### src/rtl/comparator_ctrl.sv
`default_nettype none
// ---------------------------------------------------------------------------
// comparator_ctrl : shadow config + idle/run/paused sequencer for a comparator bank
// rev 1.0
// ---------------------------------------------------------------------------
module comparator_ctrl #(
  parameter int NUM_BITS = 16,
  parameter int NUM_CH   = 4
) (
  input  logic                         clk_i,
  input  logic                         rstn_i,
  input  logic                         cmd_start_i,
  input  logic                         cmd_stop_i,
  input  logic                         cmd_update_i,
  input  logic                         cmd_reset_i,
  input  logic                         cfg_upd_mode_i,
  input  logic                         cfg_wr_i,
  input  logic [$clog2(NUM_CH)-1:0]    cfg_ch_i,
  input  logic [NUM_BITS-1:0]          cfg_comp_i,
  input  logic [2:0]                   cfg_op_i,
  input  logic                         timer_end_i,
  output logic                         ctrl_active_o,
  output logic                         ctrl_update_o,
  output logic                         ctrl_rst_o,
  output logic [NUM_CH*NUM_BITS-1:0]   cfg_comp_o,
  output logic [NUM_CH*3-1:0]          cfg_comp_op_o,
  output logic                         timer_en_o,
  output logic                         timer_rst_o,
  output logic [1:0]                   state_o,
  output logic                         upd_pending_o
);

  localparam int CH_W = $clog2(NUM_CH);

  typedef enum logic [1:0] {
    IDLE   = 2'b00,
    RUN    = 2'b01,
    PAUSED = 2'b10
  } state_t;

  state_t state, state_n;
  logic   pending, pending_n;
  logic   upd_n, crst_n, upd_req;

  logic [NUM_BITS-1:0] comp_q [NUM_CH];
  logic [2:0]          op_q   [NUM_CH];

  generate
    for (genvar k = 0; k < NUM_CH; k++) begin : g_ch
      always_ff @(posedge clk_i or negedge rstn_i) begin
        if (!rstn_i) begin
          comp_q[k] <= '0;
          op_q[k]   <= 3'b000;
        end else if (cfg_wr_i && (cfg_ch_i == CH_W'(k))) begin
          comp_q[k] <= cfg_comp_i;
          op_q[k]   <= cfg_op_i;
        end
      end
      assign cfg_comp_o[k*NUM_BITS +: NUM_BITS] = comp_q[k];
      assign cfg_comp_op_o[k*3 +: 3]            = op_q[k];
    end
  endgenerate

  always_ff @(posedge clk_i or negedge rstn_i) begin
    if (!rstn_i) begin
      state         <= IDLE;
      pending       <= 1'b0;
      ctrl_update_o <= 1'b0;
      ctrl_rst_o    <= 1'b0;
      timer_rst_o   <= 1'b0;
      ctrl_active_o <= 1'b0;
      timer_en_o    <= 1'b0;
    end else begin
      state         <= state_n;
      pending       <= pending_n;
      ctrl_update_o <= upd_n;
      ctrl_rst_o    <= crst_n;
      timer_rst_o   <= crst_n;
      ctrl_active_o <= (state_n == RUN);
      timer_en_o    <= (state_n == RUN);
    end
  end

  // Only the highest-priority asserted command is acted on; timer_end is
  // handled independently of the command set while running.
  always_comb begin
    state_n   = state;
    pending_n = pending;
    upd_n     = 1'b0;
    crst_n    = 1'b0;
    upd_req   = 1'b0;
    if (cmd_reset_i) begin
      state_n   = IDLE;
      pending_n = 1'b0;
      crst_n    = 1'b1;
    end else begin
      case (state)
        IDLE: begin
          if (!cmd_stop_i && (cmd_start_i || cmd_update_i)) begin
            upd_n = 1'b1;
            if (cmd_start_i) state_n = RUN;
          end
        end
        RUN: begin
          if (cmd_stop_i) begin
            state_n   = PAUSED;
            upd_n     = pending;
            pending_n = 1'b0;
          end else begin
            upd_req = cmd_update_i && !cmd_start_i;
            if ((upd_req && cfg_upd_mode_i) || (timer_end_i && (pending || upd_req))) begin
              upd_n     = 1'b1;
              pending_n = 1'b0;
            end else if (upd_req) begin
              pending_n = 1'b1;
            end
          end
        end
        PAUSED: begin
          if (!cmd_stop_i) begin
            if (cmd_start_i)       state_n = RUN;
            else if (cmd_update_i) upd_n   = 1'b1;
          end
        end
        default: begin
          state_n   = IDLE;
          pending_n = 1'b0;
        end
      endcase
    end
  end

  assign state_o       = state;
  assign upd_pending_o = pending;

endmodule
`default_nettype wire

### config.mk
export PLATFORM = sky130hd
export DESIGN_NAME = comparator_ctrl
export DESIGN_NICKNAME = d
export VERILOG_FILES = /design/src/rtl/comparator_ctrl.sv
export SDC_FILE = /design/constraint.sdc
export NUM_CORES = 1
export LEC_CHECK = 0
export CELL_PAD_IN_SITES_DETAIL_PLACEMENT = 1
export CELL_PAD_IN_SITES_GLOBAL_PLACEMENT = 1
export CORE_ASPECT_RATIO = 1.5
export CORE_MARGIN = 8
export CORE_UTILIZATION = 30
export DETAILED_ROUTE_END_ITERATION = 8
export GPL_ROUTABILITY_DRIVEN = 1
export PLACE_DENSITY = 0.68
export SLEW_MARGIN = 20
export SYNTH_ARGS = -nofsm -noshare
export SYNTH_HDL_FRONTEND = slang
export SYNTH_SLANG_ARGS = --single-unit
export TNS_END_PERCENT = 10
### constraint.sdc
create_clock -name clk_i -period 1.18 [get_ports clk_i]
set_clock_uncertainty 0.05 [all_clocks]
set_input_delay 0.295 -clock clk_i [delete_from_list [all_inputs] [get_ports clk_i]]
set_output_delay 0.295 -clock clk_i [all_outputs]
set_load 0.05 [all_outputs]
### Word-level counts from Yosys, hierarchy flattened

Index checks and enable logic that the tools add are counted.

* equal/unequal tests: 8
* mux-type cells: 20
* reduce and logical (&&, ||, !) cells: 17

Operators with widths (count)
* $mux W1: 12
* $mux W2: 5
* $logic_and A1 B1 Y1: 8
* $eq A2 B1 Y1 const B: 3
* $eq A2 B2 Y1 const B: 3
* $pmux W2 S3: 1
* $ne A5 B5 Y1 const B: 1
* $logic_not A2 Y1: 2
* $logic_or A1 B1 Y1: 3
* $pmux W1 S3: 1
* $logic_not A1 Y1: 2
* $ne A2 B1 Y1 const B: 1
* $pmux W1 S2: 1
* $reduce_and A2 Y1: 1
* $reduce_or A2 Y1: 1

* register bits: 82
* output and inout port bits: 84

### Longest topological paths before layout

Gate-level depths: netlist of run 1.

* depth in word-level cells: 9
* depth in mapped cells: 4
* depth with buffers taken out: 3

### Least setup slack after synthesis of run 1

Ideal clock, no wire load.

* kind: reg2reg
* from: reg state[1], in the netlist state_o[1]
* to: reg ctrl_update_o
* library setup time: 0.065 ns
* arrival time: 1.304 ns
* path slack: -0.239 ns
* stages on the path, launching flop included: 4
* path buffers: 0
* cells stage by stage: dfrtp_1 > nand2b_1 > a2111oi_0 > a31o_2

* longest elaborated chain between the ends: 3
* elaborated cells on any way between the ends: 5
* classes of those cells: 2 x eq/ne; 2 x mux; 1 x reduce/logical

RTL lines
* start, declared: RTL line 41 `state_t state, state_n;`
* start signal, assigned: RTL line 74 `state <= state_n;`
* $eq A2 B2 Y1, or another cell as far along: RTL line 97 `case (state)`
* $pmux W1 S3 *: RTL line 97
* $mux W1 *: RTL line 92 `if (cmd_reset_i) begin`
* via upd_n: RTL line 43 `logic upd_n, crst_n, upd_req;`
* end signal, assigned: RTL line 76 `ctrl_update_o <= upd_n;`
* end, declared: RTL line 23 `output logic ctrl_update_o,`

The timed path passes the listed nets; every way through them passes the cells marked *.
A chain may end at the register's enable or synchronous reset.

### Final worst setup path of run 1

* from: reg state[1], in the netlist state_o[1]
* to: out state_o[1]

RTL lines
* end, declared: RTL line 29 `output logic [1:0] state_o,`

No word-level cell between the ends.

==> results of run 1 <==
==> power breakdown <==
part | leakage (nW) | switching (W) | internal (W)
sequential | 0.972 | 0.000597 | 0.00332
clock | 0.164 | 0.00110 | 0.00207
combinational | 1.64 | 0.00249 | 0.00262
total | 2.77 | 0.00418 | 0.00801
==> registers in the layout (all words and copies together), names as in the netlist <==
register and count:
cfg_comp_o 64, cfg_comp_op_o 12, state_o 2, ctrl_update_o 1, timer_en_o 1, timer_rst_o 1
upd_pending_o 1
==> layout by cell type, fill, tap and decap left out, drive strengths merged, types with 2 or more instances in the layout <==
| cell | netlist | routed |
|---|---|---|
| a21oi | 5 | 5 |
| buf | 9 | 117 |
| bufinv | 0 | 3 |
| clkbuf | 1 | 11 |
| clkdlybuf4s50 | 0 | 22 |
| clkinv | 0 | 2 |
| dfrtp | 82 | 82 |
| dlygate4sd2 | 0 | 2 |
| mux2 | 76 | 76 |
| nand2 | 2 | 2 |
| nand2b | 3 | 3 |
| nand3 | 2 | 2 |
| nand3b | 3 | 3 |
| nor2 | 2 | 2 |
| nor3 | 2 | 2 |
==> worst max-delay path by stage <==
| stage | to | slack [ns] | startpoint | cells after the start |
|---|---|---|---|---|
| after global routing | state_o[1] | -0.20 | state_o[1] | 2 |
| after detailed placement | cfg_comp_o[33] | -0.70 | cfg_ch_i[0] | 4 |
| after global placement | cfg_comp_o[32] | -0.66 | cfg_ch_i[0] | 4 |
| after floorplan | ctrl_update_o | -0.09 | state_o[1] | 3 |
| after CTS | state_o[1] | -0.19 | state_o[1] | 2 |
| final | state_o[1] | -0.17 | state_o[1] | 2 |
==> through the flow <==
step,total power (W),util,std cells
2_1_floorplan,0.00609,-,195
3_3_place_gp,0.00895,0.515,465
3_5_place_dp,0.00906,0.515,465
4_1_cts,0.0123,0.556,488
5_1_grt,0.0126,0.561,492
6_report,0.0122,0.561,492
==> layout make-up <==
type	count	area [um2]	area share
Inverter	1	3.75	0.000612
Clock buffer	11	233	0.0379
Timing Repair Buffer	144	2370	0.386
Tap cell	147	184	0.0300
Clock inverter	5	104	0.0169
Sequential cell	82	2060	0.335
Multi-Input combinational cell	102	1180	0.193
==> cell families after synthesis <==
kind of cell,after synthesis,synth area share
DFF,82,0.618
muxes,76,0.292
and+or+nand+nor,17,0.0351
buffers and inverters,11,0.0384
AOI/OAI and AO/OA,9,0.0166
==> metal layers <==
layer  global-route usage  vias up  share of wire
li1                     -      979              -
met1                0.151     1151           0.34
met2                0.266       69           0.57
met3               0.0685        6          0.078
met4               0.0443        0          0.010
met5                    0        -              0
==> repair_timing <==
| action | CTS | global route |
|---|---|---|
| buffers inserted | 4 | 4 |
| hold buffers | 1 | 0 |
| pin swaps | 2 | 3 |
| cloned | 2 | 0 |
| setup endpoints to repair | 161 | 93 |
| gates resized for setup | 25 | 5 |
| hold endpoints to repair | 9 | 0 |
==> impl_metrics.toml, run 1 <==
[timing]
relSlewSlack = 0.799
timing.hold.ws_ns = 0.330
min_period_ns = 1.35
tns_ns = -6.87
finalHoldViolations = 0
drv_slew = 0
setup_slack_ns = -0.174
setup_viol = 84
max_freq_mhz = 739
worstMarginPinSlew_ns = 0.301
rsz0062_at_grt = "yes"
post-route-period-util = 1.15

[detailed_routing]
firstDrtPassIters = 3
drc = 0
drt-initial-drc-count = 61
wl_per_cell_um = 21.1
viasPerCell = 4.48
totalWireLength_mm = 10.4
routed-via-count = 2205
ant_nets = 0

[placed_design]
routabilityCongestion = 0.699
place_area_mm2 = 0.00563
place_ws_ns = -0.695
port_buffers = 113
dp.final_hpwl_mm = 7.69

[die]
start_util = 0.303
core_area_mm2 = 0.0109
io_pins = 114
die_w_um = 102
rows = 47
die_h_um = 145
die-area_mm2 = 0.0148

[logic_synthesis]
async_flop_share = 1.00
synth.avg_cell_area_um2 = 17.0
synth_nets = 225
synthFlopType = "dfrtp_1"
synthDistinctLibCells = 23
synth_top_cells_by_count = "dfrtp_1, mux2_2, mux2_4"
syn_area_mm2 = 0.00332
yosys.area.top_type = "dfrtp_1"
yosysMostFrequentCell = "dfrtp_1"
yosys-top-cells-area = "dfrtp_1, mux2_2, mux2_4, buf_12, buf_6"
yosysSeqAreaShare = 0.618
synthCells = 195
ys_seq_elements = 82
synth_edf_count = 0
synth_top_area_share = 0.618
yosysWarnings = 0

[clocking]
cts_max_path_buffers = 2
numCtsBuffers = 9
path_clk_slew_ns = 0.06
root_buffer = "clkbuf_16"
htreeDepth = 3
cts_num_sinks = 82
worstSkewPairLatency_ns = 0.34
cts_tree = "built"

[global_routing]
antenna_found_initial = 0
grt_pass1_vias = 2616
grt_max_degree = 24
overflow = 0
grt_pass1_wl_mm = 16.0
grtUsageTotal = 0.149

[critical_path]
critPathMaxStageDelay_ns = 0.41
reg2reg_from = "state_o[0]"
r2r_end = "ctrl_update_o"
cpMaxStageDelayCell = "dfrtp_2"
worstSetupPathType = "reg -> out"
crit_fanout = 2
path_delay_family = "flip-flops"
critPathArrivalTime_ns = 1.01
r2r_setup_slack_ns = 0.01
cp_num_buf_inv = 2
start_kind = "flop"
critPathCaptureType = "primary output"
crit_required_ns = 0.83
reg2reg_depth = 3
path_cells = "buf_6, buf_12"

[layout]
fillers = 1002
drive_above_1_share = 0.638
syn_to_final_growth_pct = 84.8
design_area_mm2 = 0.00614
antennaDiodeCount = 0
final_nets = 370

[run_status]
violations = "negative setup slack"
status = "finished with violations"

[power]
power_leakage_nw = 2.77
peakVddDrop_mv = 0.992
p_per_area_mw_per_mm2 = 1990

[min_path]
holdCritPathClass = "in -> async"

[flow_run]
maxCapViolations = 0
(Power assumes the default switching activity.)
==> run 2, diff against run 1 <==
--- a/config.mk
+++ b/config.mk
@@ -5,6 +5,7 @@
 export SDC_FILE = /design/constraint.sdc
 export NUM_CORES = 1
 export LEC_CHECK = 0
+export ABC_CLOCK_PERIOD_IN_PS = 1180
 export CELL_PAD_IN_SITES_DETAIL_PLACEMENT = 1
 export CELL_PAD_IN_SITES_GLOBAL_PLACEMENT = 1
 export CORE_ASPECT_RATIO = 1.5
==> results of run 2 <==
Final layout, timing and power as in run 1 (identical DEF).
==> run 3, diff against run 2 <==
--- a/config.mk
+++ b/config.mk
@@ -13,6 +13,7 @@
 export CORE_UTILIZATION = 30
 export DETAILED_ROUTE_END_ITERATION = 8
 export GPL_ROUTABILITY_DRIVEN = 1
+export MAX_ROUTING_LAYER = met4
 export PLACE_DENSITY = 0.68
 export SLEW_MARGIN = 20
 export SYNTH_ARGS = -nofsm -noshare
==> run 3 against run 2 <==
The run still ends with negative setup slack left; via count rose by 0.59%; non-clock buffer count unchanged; first-iteration DRC count down 18%; routed wire length hardly changed; final cell count stayed put; final area unchanged; clock power is essentially flat; register-to-register slack about the same; setup slack improved by 0.0018 ns; largest power group unchanged.
==> impl_metrics.toml, run 3 (synthesis gave the netlist of run 1 again) <==
[layout]
final_common_cell = "buf_12"
antennaDiodeCount = 0
stdcell_count = 492
utilization = 0.561
final_nets = 370
mostFrequentLayoutCells = "buf_12, dfrtp_1, mux2_2"
largest_reg_flops = 64
syn_to_final_growth_pct = 84.8
drive_above_1_share = 0.638

[global_routing]
overflow = 0
grt_pass1_wl_mm = 16.0
grtUsageTotal = 0.153
grt_pass1_vias = 2617
grt_max_degree = 24
antenna_found_initial = 0

[timing]
worstMarginPinSlew_ns = 0.290
post-route-period-util = 1.15
finalHoldViolations = 0
relSlewSlack = 0.807
max_freq_mhz = 740
tns_ns = -6.79
rsz0062_at_grt = "yes"
min_period_ns = 1.35
setup_slack_ns = -0.172
setup_viol = 84
drv_slew = 0

[die]
die_h_um = 145
start_util = 0.303
die_w_um = 102
die-area_mm2 = 0.0148
rows = 47
core_area_mm2 = 0.0109
io_pins = 114

[critical_path]
cpMaxStageDelayCell = "dfrtp_2"
critPathCaptureType = "primary output"
r2r_end = "ctrl_update_o"
reg2reg_from = "state_o[0]"
path_cells = "buf_6, buf_12"
critPathMaxStageDelay_ns = 0.41
r2r_setup_slack_ns = 0.01
worstSetupPathType = "reg -> out"
crit_fanout = 2
reg2reg_depth = 3
crit_required_ns = 0.83
critPathArrivalTime_ns = 1.01
start_kind = "flop"

[placed_design]
placedCellCount = 465
routabilityCongestion = 0.706
dp.final_hpwl_mm = 7.69
port_buffers = 113
place_ws_ns = -0.695

[min_path]
holdCritPathClass = "in -> async"

[clocking]
cts_num_sinks = 82
htreeDepth = 3
path_clk_slew_ns = 0.06
numCtsBuffers = 9
worstSkewPairLatency_ns = 0.34
cts_max_path_buffers = 2
cts_tree = "built"
root_buffer = "clkbuf_16"

[run_status]
violations = "negative setup slack"
status = "finished with violations"

[detailed_routing]
wl_per_cell_um = 21.1
viasPerCell = 4.51
totalWireLength_mm = 10.4
drt-initial-drc-count = 50
firstDrtPassIters = 4
drc = 0
routed-via-count = 2218
ant_nets = 0

[flow_run]
maxCapViolations = 0

[power]
power_leakage_nw = 2.77
p_per_area_mw_per_mm2 = 1990
peakVddDrop_mv = 0.994
[run 3: worst max-delay path by stage]
stage / startpoint / to / depth (start not counted)
2_1_floorplan: state_o[1] / ctrl_update_o / 3
3_3_place_gp: cfg_ch_i[0] / cfg_comp_o[32] / 4
3_5_place_dp: cfg_ch_i[0] / cfg_comp_o[33] / 4
4_1_cts: state_o[1] / state_o[1] / 2
5_1_grt: state_o[1] / state_o[1] / 2
6_report: state_o[1] / state_o[1] / 2
[run 3: repair_timing]
| action | CTS | global route |
|---|---|---|
| hold buffers | 1 | 0 |
| hold endpoints to repair | 9 | 0 |
| gates cloned | 2 | 0 |
| gates resized for setup | 25 | 5 |
| pin swaps | 2 | 3 |
| setup endpoints to repair | 161 | 93 |
| buffers inserted | 4 | 4 |
[run 3: per-layer routing]
metal | up-vias | GRT usage | part of all wire
met5 | - | - | 0
met3 | 9 | 0.0589 | 0.068
met1 | 1160 | 0.156 | 0.35
li1 | 981 | - | -
met2 | 68 | 0.265 | 0.57
met4 | 0 | 0.0489 | 0.011
[run 3: area by class of cell]
cell class | count | area, um2
Fill cell | 1002 | 4800
Timing Repair Buffer | 144 | 2370
Sequential cell | 82 | 2060
Multi-Input combinational cell | 102 | 1180
Clock buffer | 11 | 233
Tap cell | 147 | 184
Clock inverter | 5 | 104
Inverter | 1 | 3.75
[run 3: critical path: cells and delay by family (launching register included)]
| family | cells | cell delay, ns |
|---|---|---|
| buf+inv | 2 | 0.26 |
| flops | 1 | 0.41 |
[run 3: metrics by stage]
| stage | hold WS (ns) | total power [W] | instance area [um2] |
|---|---|---|---|
| after global placement | 0.133 | 0.00895 | 5630 |
| after CTS | 0.346 | 0.0123 | 6080 |
| after floorplan | -0.0506 | 0.00609 | 3340 |
| after detailed placement | 0.142 | 0.00906 | 5630 |
| final | 0.330 | 0.0122 | 6140 |
| after global routing | 0.342 | 0.0126 | 6140 |
[run 3: where the power goes]
| group | internal (W) | leakage (nW) | switching [W] |
|---|---|---|---|
| Clock | 0.00207 | 0.164 | 0.00110 |
| Sequential | 0.00332 | 0.972 | 0.000595 |
| Combinational | 0.00262 | 1.64 | 0.00249 |
| Total | 0.00801 | 2.77 | 0.00419 |
